===== src/rtl/instruction_decoder.sv =====
// Instruction register and decoder at the consumer end of the program-memory fetch path.
// Drives sequencer jump controls, NOP strobes, datapath enables/selects and the zero flag.
module instruction_decoder #(
    parameter int unsigned CNT_W = 8
) (
    input  logic             clk,
    input  logic             sync_reset,
    input  logic [7:0]       pm_data,
    input  logic             alu_zero,
    output logic [7:0]       ir,
    output logic             jmp,
    output logic             jmp_nz,
    output logic [3:0]       jmp_addr,
    output logic             dont_jmp,
    output logic             NOPC8,
    output logic             NOPCF,
    output logic             NOPD8,
    output logic             NOPDF,
    output logic [7:0]       reg_en,
    output logic             r_en,
    output logic [3:0]       source_sel,
    output logic [3:0]       imm,
    output logic             x_sel,
    output logic             y_sel,
    output logic [2:0]       alu_func,
    output logic [CNT_W-1:0] nop_count
);

    localparam int unsigned IR_W     = 8;
    localparam logic [IR_W-1:0] IR_RESET = 8'h80;
    localparam logic [3:0]   SRC_IMM  = 4'd8;
    localparam logic [2:0]   SRC_R    = 3'd4;
    localparam logic [CNT_W-1:0] CNT_MAX = '1;

    logic [IR_W-1:0]  ir_q, ir_d;
    logic             zero_q, zero_d;
    logic [CNT_W-1:0] cnt_q, cnt_d;

    logic             is_load, is_move, is_alu, is_jmp, is_jnz, is_nop;
    logic [3:0]       nop_vec;
    logic [2:0]       dst, src;
    logic [7:0]       dec_reg_en;
    logic             dec_r_en, dec_jmp, dec_jnz;
    logic [3:0]       dec_nop;
    logic [3:0]       dec_src;

    // Instruction class decode
    always_comb begin
        is_load = ~ir_q[7];
        is_move = (ir_q[7:6] == 2'b10);
        is_alu  = (ir_q[7:5] == 3'b110);
        is_jmp  = (ir_q[7:4] == 4'b1110);
        is_jnz  = (ir_q[7:4] == 4'b1111);
        nop_vec = {ir_q == 8'hC8, ir_q == 8'hCF, ir_q == 8'hD8, ir_q == 8'hDF};
        is_nop  = |nop_vec;
        dst     = ir_q[5:3];
        src     = ir_q[2:0];
    end

    // Strobe and select generation; reset masks every strobe
    always_comb begin
        dec_reg_en = '0;
        dec_r_en   = 1'b0;
        dec_jmp    = 1'b0;
        dec_jnz    = 1'b0;
        dec_nop    = '0;
        dec_src    = '0;
        if (is_load) begin
            dec_reg_en[ir_q[6:4]] = 1'b1;
            dec_src               = SRC_IMM;
        end else if (is_move) begin
            dec_src = {1'b0, src};
            // A self-move is a no-op except r -> o_reg, which shares index 4
            if (!((dst == src) && (src != SRC_R))) begin
                dec_reg_en[dst] = 1'b1;
            end
        end else if (is_alu) begin
            dec_nop  = nop_vec;
            dec_r_en = ~is_nop;
        end else begin
            dec_jmp = is_jmp;
            dec_jnz = is_jnz;
        end
        if (sync_reset) begin
            dec_reg_en = '0;
            dec_r_en   = 1'b0;
            dec_jmp    = 1'b0;
            dec_jnz    = 1'b0;
            dec_nop    = '0;
        end
    end

    // Next-state: flag follows real ALU ops only, counter saturates
    always_comb begin
        ir_d   = pm_data;
        zero_d = (is_alu && !is_nop) ? alu_zero : zero_q;
        cnt_d  = cnt_q;
        if (is_nop && (cnt_q != CNT_MAX)) begin
            cnt_d = cnt_q + CNT_W'(1);
        end
    end

    always_ff @(posedge clk) begin
        if (sync_reset) begin
            ir_q   <= IR_RESET;
            zero_q <= 1'b0;
            cnt_q  <= '0;
        end else begin
            ir_q   <= ir_d;
            zero_q <= zero_d;
            cnt_q  <= cnt_d;
        end
    end

    assign ir         = ir_q;
    assign jmp        = dec_jmp;
    assign jmp_nz     = dec_jnz;
    assign jmp_addr   = ir_q[3:0];
    assign dont_jmp   = zero_q;
    assign NOPC8      = dec_nop[3];
    assign NOPCF      = dec_nop[2];
    assign NOPD8      = dec_nop[1];
    assign NOPDF      = dec_nop[0];
    assign reg_en     = dec_reg_en;
    assign r_en       = dec_r_en;
    assign source_sel = dec_src;
    assign imm        = ir_q[3:0];
    assign x_sel      = ir_q[4];
    assign y_sel      = ir_q[3];
    assign alu_func   = ir_q[2:0];
    assign nop_count  = cnt_q;

endmodule


===== config.mk =====
export PLATFORM = sky130hd
export DESIGN_NAME = instruction_decoder
export DESIGN_NICKNAME = d
export VERILOG_FILES = /design/src/rtl/instruction_decoder.sv
export SDC_FILE = /design/constraint.sdc
export NUM_CORES = 1
export LEC_CHECK = 0
export BUFFER_PORTS_ARGS = -buffer_cell sky130_fd_sc_hd__buf_2
export CORE_UTILIZATION = 40
export DETAILED_ROUTE_END_ITERATION = 8
export HOLD_SLACK_MARGIN = 0.06
export PLACE_DENSITY = 0.81
export SYNTH_ARGS = -nofsm -noshare
export SYNTH_HDL_FRONTEND = slang
export SYNTH_SLANG_ARGS = --single-unit

===== constraint.sdc =====
create_clock -name clk -period 1.9 [get_ports clk]
set_input_delay 0.095 -clock clk [delete_from_list [all_inputs] [get_ports clk]]
set_output_delay 0.095 -clock clk [all_outputs]
set_load 0.01 [all_outputs]

==> metrics.md <==
| Metric | Value |
|---|---|
| Worst path bufs/invs | 2 |
| Iteration-0 DRC Markers | 29 |
| DPL Wire Length | 2100 um |
| Net Count, Synth | between 150 and 200 |
| Slowest cell on crit path | dfxtp_1 |
| Largest family of logic cells by synthesized area | simple AND/OR/NAND/NOR gates |
| Vias per cell | 5.29 |
| Die Width | 55.2 um |
| Initial core utilization | 0.441 |
| Fin nets | approximately 210 |
| Worst Reg-to-Reg Cells | 4 |
| Worst Skew | 1.11 ps |
| Synth Area in XOR/XNOR | 0.0155 |
| Worst Path Required | roughly 1800 ps |
| Setup crit start kind | flop |
| Layout cells sized above 1 | 0.365 |
| Register Area | 342 um^2 |
| DRC Markers | 0 |
| Setup crit end kind | primary output |
| CTS tree | yes |
| Yosys top cell by area | dfxtp_1 |
| Filler cells | 254 |
| Max IR drop VDD | 0.471 mV |
| Most common flop cell mapped by yosys | dfxtp_1 |
| Static Leak | 0.702 nW |
| DRT Pass-1 Iters | 4 |
| FF-to-FF End | nop_count[5] |
| Routed wire per std cell | 12.3 um |
| Clock Latency Late Sink | 280 ps |
| # Max-Cap Violations | 0 |
| Synth unique cells | 46 |
| Vias in the first global route | 947 |
| Synth Area in Adders | 0.0111 |
| Hold EP | dont_jmp |
| Worst Tran Pin Value | 420 ps |
| Final Setup Violations | 0 |
| Status | finished clean |
| Relative slew slack | 0.719 |
| Pin count of the biggest net entering global routing | 18 |
| Yosys reg bits | 17 |
| GP Congestion | 0.864 |
| First-pass GRT wire length | 4100 um |
| Clk pin slew, worst setup/hold paths | 90 ps |
| Crit path max fanout | 13 |
| Fin util | 0.580 |
| Tcrit/Tclk final | 0.903 |
| FP Rows | 18 |
| Synth Area in Compound Gates | 0.163 |
| Post-synth ARST share | 0 |
| Hold Startpoint | alu_zero |
| Diode count | 0 |
| Sequential share of the synthesized area | 0.301 |
| Cell count after synthesis | 144 |
| # IOs | 60 |
| Max Slew Vio Count | 0 |
| Top delay family on crit path | compound AO/OA/AOI/OAI gates |
| Max Fclk | just under 0.6 GHz |
| Critical R2R Launch | ir[0] |
| Die Ht | 55.2 um |
| Simple-Gate Fraction of Synth Area | 0.372 |
| Global route overflow | 0 |
| Mux cell area share after synthesis | 0.0188 |
| Post-Route Setup TNS | 0 ps |
| Minimum clock period | 1720 ps |
| IO buf count | just under 60 |
| Synth Cell Area | 0.00113 mm^2 |
| Core ar. | ~0.0026 mm^2 |
| Min-Delay Path Depth | 3 |
| Final ANT Viol Nets | 0 |
| Layout area overhead | 31.7% |
| Total wire length | between 2000 and 3000 um |
| Final total power | 0.735 mW |
| Syn. warnings | 0 |
| Slowest stage delay, CP | 320 ps |
| Top cell type's share of synthesized area | 0.301 |
| EDFF count, synth | 0 |
| Avg Inst Size Synth | ~7.9 um^2 |
| Worst-path cell chain | buf_4 -> nor2_1 -> o2111ai_1 -> a21boi_0 -> buf_2 |
| Setup CP Type | reg2out |
| Initial antenna violation count | 0 |
| Number of H-tree levels | 1 |
| Clock tree buffer depth | 2 |
| Area of the multi-input gates | 661 um^2 |
| FF-to-FF setup slack | between 200 and 300 ps |
| Top cells by area, synth | dfxtp_1, buf_4, nor2b_1 |
| Worst min-delay path class | in2reg |
| CTS Buf Count | 3 |
| Critical path arrival | between 1500 and 2000 ps |
| CTS sink cnt | 17 |
| Fin. Hold Viols | 0 |
| PwrDens | 493 mW/mm^2 |
| Total track usage | 0.188 |
| Root Buffer Master | clkbuf_4 |
| RSZ-0062 raised after global routing | false |
| Full die area | a little over 0.003 mm^2 |
| Total number of vias | about 1.2k |
[sequential cells by signal (all words and copies together), names as in the netlist]
signal / count
dont_jmp: 1
ir: 8
nop_count: 8
[metal layers]
layer / track usage / part of all wire
met1: 0.233 / 0.46
met2: 0.325 / 0.47
met3: 0.0273 / 0.061
met4: 0.0750 / 0.017
met5: 0 / 0
[cells in the final DEF, fill, tap and decap left out, types with 2 or more instances in the layout]
| cell type | n |
|---|---|
| nor3_1 | 4 |
| o21ai_0 | 2 |
| and3_1 | 2 |
| o31ai_1 | 4 |
| nand4b_1 | 3 |
| a21oi_1 | 6 |
| xnor2_1 | 2 |
| dlygate4sd3_1 | 8 |
| clkbuf_4 | 3 |
| dfxtp_1 | 16 |
| and2_1 | 5 |
| inv_1 | 3 |
| nand4_1 | 4 |
| nand3b_1 | 2 |
| buf_4 | 5 |
| nand3_1 | 4 |
| or3_1 | 2 |
| nor2_1 | 13 |
| and4b_1 | 2 |
| nor2b_1 | 11 |
| nand2_1 | 11 |
| nor3_2 | 2 |
| o41ai_1 | 2 |
| buf_2 | 59 |
[kinds of logic after synthesis]
logic type / Yosys count
multiplexers: 2
adder cells (fa/ha/maj): 1
AND/OR/NAND/NOR: 73
AO/OA/AOI/OAI: 26
flip-flops: 17
XOR/XNOR: 2
buffers and inverters: 23
[synthesized netlist by cell type, types with 3 or more instances]
cell type	n
nand2_1	11
a21oi_1	6
nor3_1	5
dfxtp_1	17
nand4b_1	3
buf_4	13
inv_1	3
and2_1	5
o31ai_1	4
clkbuf_1	6
nor2_1	13
nand4_1	4
nor2b_1	11
nand3_1	4
[stage by stage]
stage               hold WS [ps]  setup WS, ps  instance area (um^2)  std cells
detailed placement           282           311                  1380        218
CTS                          155           125                  1480        230
finish                       161           184                  1490        230
global placement             284           340                  1380        218
floorplan                    199           347                  1130        144
global route                 152          12.0                  1490        230
[worst max path at each step]
stage | from | endpoint | cells past startpoint
finish | ir[5] | reg_en[3] | 5
global route | ir[5] | reg_en[3] | 6
CTS | ir[6] | NOPC8 | 5
detailed placement | ir[0] | nop_count[5] | 4
global placement | ir[0] | nop_count[5] | 4
floorplan | ir[0] | nop_count[5] | 4
[final cells by class]
type / count / share of cell area
clock buffers: 4 / 0.0176
inverters: 3 / 0.00756
well taps: 30 / 0.0252
flip-flops and latches: 17 / 0.229
repair buffers: 72 / 0.277
multi-input cells: 104 / 0.443
[what timing repair did]
item / in CTS / in global routing
buffers inserted: 0 / 0
endpoints found under the setup margin: 0 / 6
hold buffers: 8 / 0
hold endpoints to repair: 8 / 0
gates resized for setup: 0 / 2
[report_power, final]
group / internal, mW / switching (mW) / leakage [nW]
clock network: 0.0815 / 0.108 / 0.0150
logic: 0.0747 / 0.0886 / 0.548
registers: 0.367 / 0.0156 / 0.140
[worst min-delay path, stage by stage]
cell     delay (ps)
buf_2           100
or4b_1          160
a21oi_1          60
Note: power is estimated with default switching activity, not from simulation.
